===== src/rtl/pw_trigger_pkg.sv =====
// pw_trigger_pkg: state encoding and default geometry shared by
// pw_multi_trigger and its down-counter.
package pw_trigger_pkg;

    typedef enum logic [1:0] {
        ST_IDLE  = 2'd0,
        ST_DELAY = 2'd1,
        ST_PULSE = 2'd2
    } state_t;

    localparam int DEF_NUM_PULSES  = 4;
    localparam int DEF_DELAY_WIDTH = 20;
    localparam int DEF_WIDTH_WIDTH = 17;
    localparam int DEF_COUNT_WIDTH = 16;
    localparam int DEF_NIDX        = $clog2(DEF_NUM_PULSES + 1);

    function automatic int nidx(input int num_pulses);
        return $clog2(num_pulses + 1);
    endfunction

endpackage


===== src/rtl/pw_trigger_downcounter.sv =====
// pw_trigger_downcounter: loadable down-counter that parks at zero.
// One instance times both the delay and the width phase.
module pw_trigger_downcounter
#(
    parameter int pWIDTH = 20
) (
    input  logic              trigger_clk,
    input  logic              reset_n_i,
    input  logic              load,
    input  logic [pWIDTH-1:0] load_value,
    output logic              zero
);

    logic [pWIDTH-1:0] count;

    always_ff @(posedge trigger_clk or negedge reset_n_i) begin
        if (!reset_n_i) begin
            count <= '0;
        end else if (load) begin
            count <= load_value;
        end else if (count != '0) begin
            count <= count - 1'b1;
        end
    end

    assign zero = (count == '0);

endmodule


===== src/rtl/pw_multi_trigger.sv =====
// pw_multi_trigger: match-started sequence of up to pNUM_PULSES pulses.
// Define PW_TRIGGER_STATS_EN to build the sequence/missed statistics.
module pw_multi_trigger
    import pw_trigger_pkg::*;
#(
    parameter int pNUM_PULSES          = DEF_NUM_PULSES,
    parameter int pTRIGGER_DELAY_WIDTH = DEF_DELAY_WIDTH,
    parameter int pTRIGGER_WIDTH_WIDTH = DEF_WIDTH_WIDTH,
    parameter int pCOUNT_WIDTH         = DEF_COUNT_WIDTH,
    localparam int NIDX = $clog2(pNUM_PULSES + 1),
    localparam int DLW  = pNUM_PULSES * pTRIGGER_DELAY_WIDTH,
    localparam int WDW  = pNUM_PULSES * pTRIGGER_WIDTH_WIDTH
) (
    input  logic                    trigger_clk,
    input  logic                    reset_n_i,
    input  logic                    I_enable,
    input  logic                    I_match,
    input  logic [NIDX-1:0]         I_num_pulses,
    input  logic [DLW-1:0]          I_trigger_delay,
    input  logic [WDW-1:0]          I_trigger_width,
    output logic                    O_trigger,
    output logic                    O_busy,
    output logic [NIDX-1:0]         O_pulse_index,
    output logic [pCOUNT_WIDTH-1:0] O_seq_count,
    output logic [pCOUNT_WIDTH-1:0] O_missed_count
);

    localparam int NP = pNUM_PULSES;
    localparam int DW = pTRIGGER_DELAY_WIDTH;
    localparam int WW = pTRIGGER_WIDTH_WIDTH;
    localparam int CW = (DW > WW) ? DW : WW;

    state_t          state;
    logic [DLW-1:0]  delay_q;
    logic [WDW-1:0]  width_q;
    logic [NIDX-1:0] last_idx;
    logic            match_prev;
    logic            match_primed;

    logic            start;
    logic            last_pulse;
    logic [NIDX-1:0] next_idx;
    logic            cnt_load;
    logic [CW-1:0]   cnt_value;
    logic            cnt_zero;

    function automatic logic [NIDX-1:0] clamp_last(
        input logic [NIDX-1:0] n
    );
        if (n == '0) begin
            return '0;
        end
        if (n > NIDX'(NP)) begin
            return NIDX'(NP - 1);
        end
        return n - 1'b1;
    endfunction

    function automatic logic [CW-1:0] delay_at(
        input logic [DLW-1:0]  v,
        input logic [NIDX-1:0] k
    );
        logic [CW-1:0] r;
        r = '0;
        for (int i = 0; i < NP; i++) begin
            if (k == NIDX'(i)) begin
                r = CW'(v[i*DW +: DW]);
            end
        end
        return r;
    endfunction

    function automatic logic [CW-1:0] width_at(
        input logic [WDW-1:0]  v,
        input logic [NIDX-1:0] k
    );
        logic [CW-1:0] r;
        r = '0;
        for (int i = 0; i < NP; i++) begin
            if (k == NIDX'(i)) begin
                r = CW'(v[i*WW +: WW]);
            end
        end
        return r;
    endfunction

    // Counter runs value+1 cycles, so load max(v,1)-1.
    function automatic logic [CW-1:0] span(input logic [CW-1:0] v);
        return (v == '0) ? '0 : v - 1'b1;
    endfunction

    always_comb begin
        start      = I_match & ~match_prev & match_primed;
        last_pulse = (O_pulse_index == last_idx);
        next_idx   = O_pulse_index + 1'b1;
        cnt_load   = 1'b0;
        cnt_value  = '0;
        unique case (state)
            ST_IDLE: begin
                if (start && I_enable) begin
                    cnt_load = 1'b1;
                    if (delay_at(I_trigger_delay, '0) == '0) begin
                        cnt_value = span(width_at(I_trigger_width, '0));
                    end else begin
                        cnt_value = span(delay_at(I_trigger_delay, '0));
                    end
                end
            end
            ST_DELAY: begin
                if (I_enable && cnt_zero) begin
                    cnt_load  = 1'b1;
                    cnt_value = span(width_at(width_q, O_pulse_index));
                end
            end
            ST_PULSE: begin
                if (I_enable && cnt_zero && !last_pulse) begin
                    cnt_load  = 1'b1;
                    cnt_value = span(delay_at(delay_q, next_idx));
                end
            end
            default: ;
        endcase
    end

    pw_trigger_downcounter #(
        .pWIDTH (CW)
    ) u_counter (
        .trigger_clk (trigger_clk),
        .reset_n_i   (reset_n_i),
        .load        (cnt_load),
        .load_value  (cnt_value),
        .zero        (cnt_zero)
    );

    always_ff @(posedge trigger_clk or negedge reset_n_i) begin
        if (!reset_n_i) begin
            state         <= ST_IDLE;
            O_trigger     <= 1'b0;
            O_busy        <= 1'b0;
            O_pulse_index <= '0;
            delay_q       <= '0;
            width_q       <= '0;
            last_idx      <= '0;
            match_prev    <= 1'b0;
            match_primed  <= 1'b0;
        end else begin
            match_prev <= I_match;
            if (!I_match) begin
                match_primed <= 1'b1;
            end
            case (state)
                ST_IDLE: begin
                    if (start && I_enable) begin
                        delay_q  <= I_trigger_delay;
                        width_q  <= I_trigger_width;
                        last_idx <= clamp_last(I_num_pulses);
                        O_busy   <= 1'b1;
                        if (delay_at(I_trigger_delay, '0) == '0) begin
                            state     <= ST_PULSE;
                            O_trigger <= 1'b1;
                        end else begin
                            state <= ST_DELAY;
                        end
                    end
                end
                ST_DELAY: begin
                    if (!I_enable) begin
                        state         <= ST_IDLE;
                        O_trigger     <= 1'b0;
                        O_busy        <= 1'b0;
                        O_pulse_index <= '0;
                    end else if (cnt_zero) begin
                        state     <= ST_PULSE;
                        O_trigger <= 1'b1;
                    end
                end
                ST_PULSE: begin
                    if (!I_enable) begin
                        state         <= ST_IDLE;
                        O_trigger     <= 1'b0;
                        O_busy        <= 1'b0;
                        O_pulse_index <= '0;
                    end else if (cnt_zero) begin
                        O_trigger <= 1'b0;
                        if (last_pulse) begin
                            state         <= ST_IDLE;
                            O_busy        <= 1'b0;
                            O_pulse_index <= '0;
                        end else begin
                            state         <= ST_DELAY;
                            O_pulse_index <= next_idx;
                        end
                    end
                end
                default: begin
                    state     <= ST_IDLE;
                    O_trigger <= 1'b0;
                    O_busy    <= 1'b0;
                end
            endcase
        end
    end

`ifdef PW_TRIGGER_STATS_EN
    logic seq_done;
    logic missed;

    assign seq_done = (state == ST_PULSE) && I_enable
                    && cnt_zero && last_pulse;
    assign missed   = start && (state != ST_IDLE);

    always_ff @(posedge trigger_clk or negedge reset_n_i) begin
        if (!reset_n_i) begin
            O_seq_count    <= '0;
            O_missed_count <= '0;
        end else begin
            if (seq_done && (O_seq_count != '1)) begin
                O_seq_count <= O_seq_count + 1'b1;
            end
            if (missed && (O_missed_count != '1)) begin
                O_missed_count <= O_missed_count + 1'b1;
            end
        end
    end
`else
    assign O_seq_count    = '0;
    assign O_missed_count = '0;
`endif

endmodule


===== config.mk =====
export PLATFORM = sky130hd
export DESIGN_NAME = pw_multi_trigger
export DESIGN_NICKNAME = d
export VERILOG_FILES = /design/src/rtl/pw_trigger_pkg.sv /design/src/rtl/pw_trigger_downcounter.sv /design/src/rtl/pw_multi_trigger.sv
export SDC_FILE = /design/constraint.sdc
export NUM_CORES = 1
export LEC_CHECK = 0
export ABC_AREA = 1
export CORE_AREA = 3 3 150 152
export CTS_CLUSTER_DIAMETER = 30
export DETAILED_ROUTE_END_ITERATION = 12
export DIE_AREA = 0 0 153 155
export GPL_TIMING_DRIVEN = 1
export PLACE_DENSITY = 0.81
export SKIP_LAST_GASP = 1
export SLEW_MARGIN = 20
export SYNTH_ARGS = -nofsm -noshare
export SYNTH_HDL_FRONTEND = slang
export SYNTH_SLANG_ARGS = --single-unit

===== constraint.sdc =====
create_clock -name trigger_clk -period 5.24 [get_ports trigger_clk]
set_input_delay 1.048 -clock trigger_clk [delete_from_list [all_inputs] [get_ports trigger_clk]]
set_output_delay 1.048 -clock trigger_clk [all_outputs]
set_load 0.01 [all_outputs]

==> out/results.txt <==
No sink is reached through more buffers than the 2 on the longest clock path. The detailed-route via count was 11.7k; the fraction of registers with async set/reset was 1.00. The run gives 57400 um as the wire length of the first global-routing pass. The worst hold path passes through 2 cells. The finished cells cover 14000 um2. The number of global-route vias before repair was 10.8k. The number of sinks handled by clock tree synthesis was 180; the clock transition at the registers of the reported paths was 70 ps.

The starting density of the core was 0.553; the row count was 53. The beginning of the worst register-to-register path is O_pulse_index[0]. Power spread over the standard cell area amounts to 504 nW/um2.

The run gives 1430 ps as the post-layout worst setup margin. The logs give 2066 for the net count of the finished layout and 0 ps for the setup TNS. For the worst flop-to-flop path, the logic depth is 17.

The tools report the launching element type of the critical path as a register. Dividing the synthesized area by the synthesized cell count gives 6.60 um2. The worst register-to-register path ends at u_counter.count[7].

The smallest clock period supported by the final layout is computed as 3810 ps. After synthesis, the netlist uses 44 different library cells. The critical path is of the register to register type.

In this run, synthesis produced a sequential element count of 180. The non-filler instance count after layout came out at 2182. For the final count of hold timing violations, the log shows 0.

TritonCTS built the clock tree. Setup violations remaining at the end of the flow were counted as 0. The worst slew margin relative to its limit was 0.265.

Main flop type after synthesis: dfrtp_1. Remaining design rule violation count: 0. The die is 155 um tall.

Routability-driven placement finished with a final weighted congestion of 0.981. The max capacitance violation total was 0; the width of the die was 153 um. The worst setup path is captured at a register. The number of instances in the synthesized netlist is 1773, and the post-cts resize count is 0.

In this run the cell area measured after placement is 13300 um2. The part of the Yosys area used for sequential elements was 0.385; the ratio of routed vias to standard cells was 5.37. Summed over all layers, the routed wires come to 36600 um. The count of buffers added on input and output ports is 159.

The period utilization is 0.727. For the pin with the worst max-slew slack, the measured transition is 1100 ps. Clock latency reported for the late side of the worst-skew pair: 450 ps. The run finished with clean final reports. During synthesis, Yosys emitted a total of 0 warnings. For the number of hold buffers added after CTS, the log shows 0. Yosys mapped a number of flops with a built-in enable equal to 0. For this run, the top clock speed supported by timing is 262 MHz. CTS built an H-tree with a depth of 4. The tools report the total congestion overflow as 0. The count of placed standard cells including taps is 2150, and the largest clock skew in the final design is 11.0 ps.

The die covers 23700 um2. Core area: 21200 um2. The first TritonRoute pass finished after 6 iterations.

The repair_antennas step left the layout with diodes totalling 0. For this design the static power due to leakage is 0.00698 uW. The global-route usage over all layers is 0.305. The hold-critical path endpoint is match_primed. Data on the critical path is required at its endpoint by 5570 ps. The master cell of the clock root buffer was clkbuf_16. The clock buffer count from CTS was 17.

The remaining number of nets flagged by the antenna check after routing is 0, and the growth of design area from synthesis to finish is 19.4%. The tools report the first element of the critical path as O_pulse_index[0]. Final-report max-slew violation count: 0.

The register-to-register path setup slack came out at 1430 ps. The fraction of layout cells with a size suffix above 1 is 0.0420, and the routed length per instance is 16.8 um. The critical hold path startpoint was match_primed.

The tools report the count of routing violations after the opening detailed-route iteration as 1279. Worst endpoint data arrival time: 4140 ps. The post-place setup slack is 1390 ps. The classification of the worst-slack hold path was register to register.

Of all nets on the critical path, the largest fanout is 28. The tools report the initial antenna violation count as 0. VDD sags by at most 0.270 mV. The number of setup buffers added after CTS is 0. Setup repair after global routing left no endpoint under its margin. 192 I/O pins were placed. The cell area that synthesis handed to floorplanning was 11700 um2. The maximum number of pins on one net before global-route repair is 135, and the HPWL after detailed placement is 27600 um.
where the power goes:
part	total, uW	switching (uW)	leakage (uW)	internal, uW
combinational	3160	2100	0.00444	1060
clock	1390	655	0.000311	738
sequential	2490	418	0.00223	2070
cell usage after synthesis (11+ instances only):
cell type  count  share of area
nand2_1      688           0.22
inv_1        194          0.062
dfrtp_1      180           0.38
nor2_1       153          0.049
nand3_1      137          0.059
o21ai_0      126          0.054
clkbuf_1      44          0.014
buf_4         35          0.022
xor2_1        31          0.023
a21oi_1       26          0.011
nand4_1       18         0.0096
ha_1          17          0.018
nor3_1        17         0.0073
buf_2         15         0.0064
xnor2_1       11         0.0082
cells by family (layout without fill, tap and decap cells):
logic type | after synthesis | in the layout | share of synthesized area
AND/OR/NAND/NOR | 1051 | 1051 | 0.370
other | 1 | 32 | 0.000320
AO/OA/AOI/OAI | 184 | 184 | 0.0851
adder cells (fa/ha/maj) | 17 | 17 | 0.0182
buffers and inverters | 298 | 401 | 0.110
XOR/XNOR | 42 | 42 | 0.0314
flip-flops | 180 | 180 | 0.385
worst max-delay path, cell delays in order (launching register included):
cell	delay [ps]
dfrtp_1	440
ha_1	250
ha_1	560
nand2_1	110
buf_4	250
inv_1	370
nor2_1	120
a21oi_2	290
ha_1	200
nand3_1	70
nor2_1	120
nand3_1	130
nor2_4	170
nor2_4	120
nand2_1	90
nand3_1	130
nor2_1	200
nor2_1	60
cell usage in the layout, fill, tap and decap left out, drive strengths merged, types with 2 or more instances in the layout:
cell / synthesis / final
o211ai: 5 / 5
nor3: 18 / 18
nand3: 140 / 140
xnor2: 11 / 11
clkdlybuf4s50: 0 / 158
xor2: 31 / 31
ha: 17 / 17
nand3b: 9 / 9
o31ai: 3 / 3
clkinv: 1 / 7
a21boi: 3 / 3
bufinv: 0 / 2
o21ai: 130 / 130
buf: 55 / 12
nor2: 166 / 166
o22ai: 2 / 2
clkbuf: 44 / 17
nand4: 18 / 18
inv: 198 / 205
a31oi: 7 / 7
or2: 7 / 7
dfrtp: 180 / 180
nand2: 689 / 689
conb: 1 / 32
a21oi: 31 / 31
worst max path at each step:
stage | to | slack (ps) | cells past startpoint
CTS | u_counter.count[10] | 1500 | 16
global placement | u_counter.count[12] | 1460 | 16
finish | u_counter.count[7] | 1430 | 17
global route | u_counter.count[13] | 1220 | 19
detailed placement | u_counter.count[12] | 1390 | 16
floorplan | u_counter.count[4] | 2440 | 18
metrics by stage:
stage                     power, uW  hold WS [ps]  utilization
final                          7040           466        0.660
after global routing           7550           490        0.660
after CTS                      6970           469        0.660
after detailed placement       5560           452        0.630
after global placement         5490           445        0.630
after floorplan                4590           431            -
sequential cells by signal (all words and copies together), names as in the netlist, 2 cells and up:
signal and flops:
delay_q 80, width_q 68, u_counter.count 20, O_pulse_index 3
last_idx 3, state 2
final cells by class:
class	instances	area [um2]
clock buffer	17	425
inverter	199	749
clock inverter	15	214
fill	1903	7190
sequential	180	4500
multi-input combinational	1326	6030
tap	275	344
timing repair buffer	170	1700
layer usage:
layer,up-vias,GRT usage,part of all wire
met2,573,0.455,0.43
li1,5702,-,-
met3,69,0.0531,0.091
met5,-,0,0
met4,0,0.110,0.033
met1,5380,0.448,0.44
(Power assumes the default switching activity.)
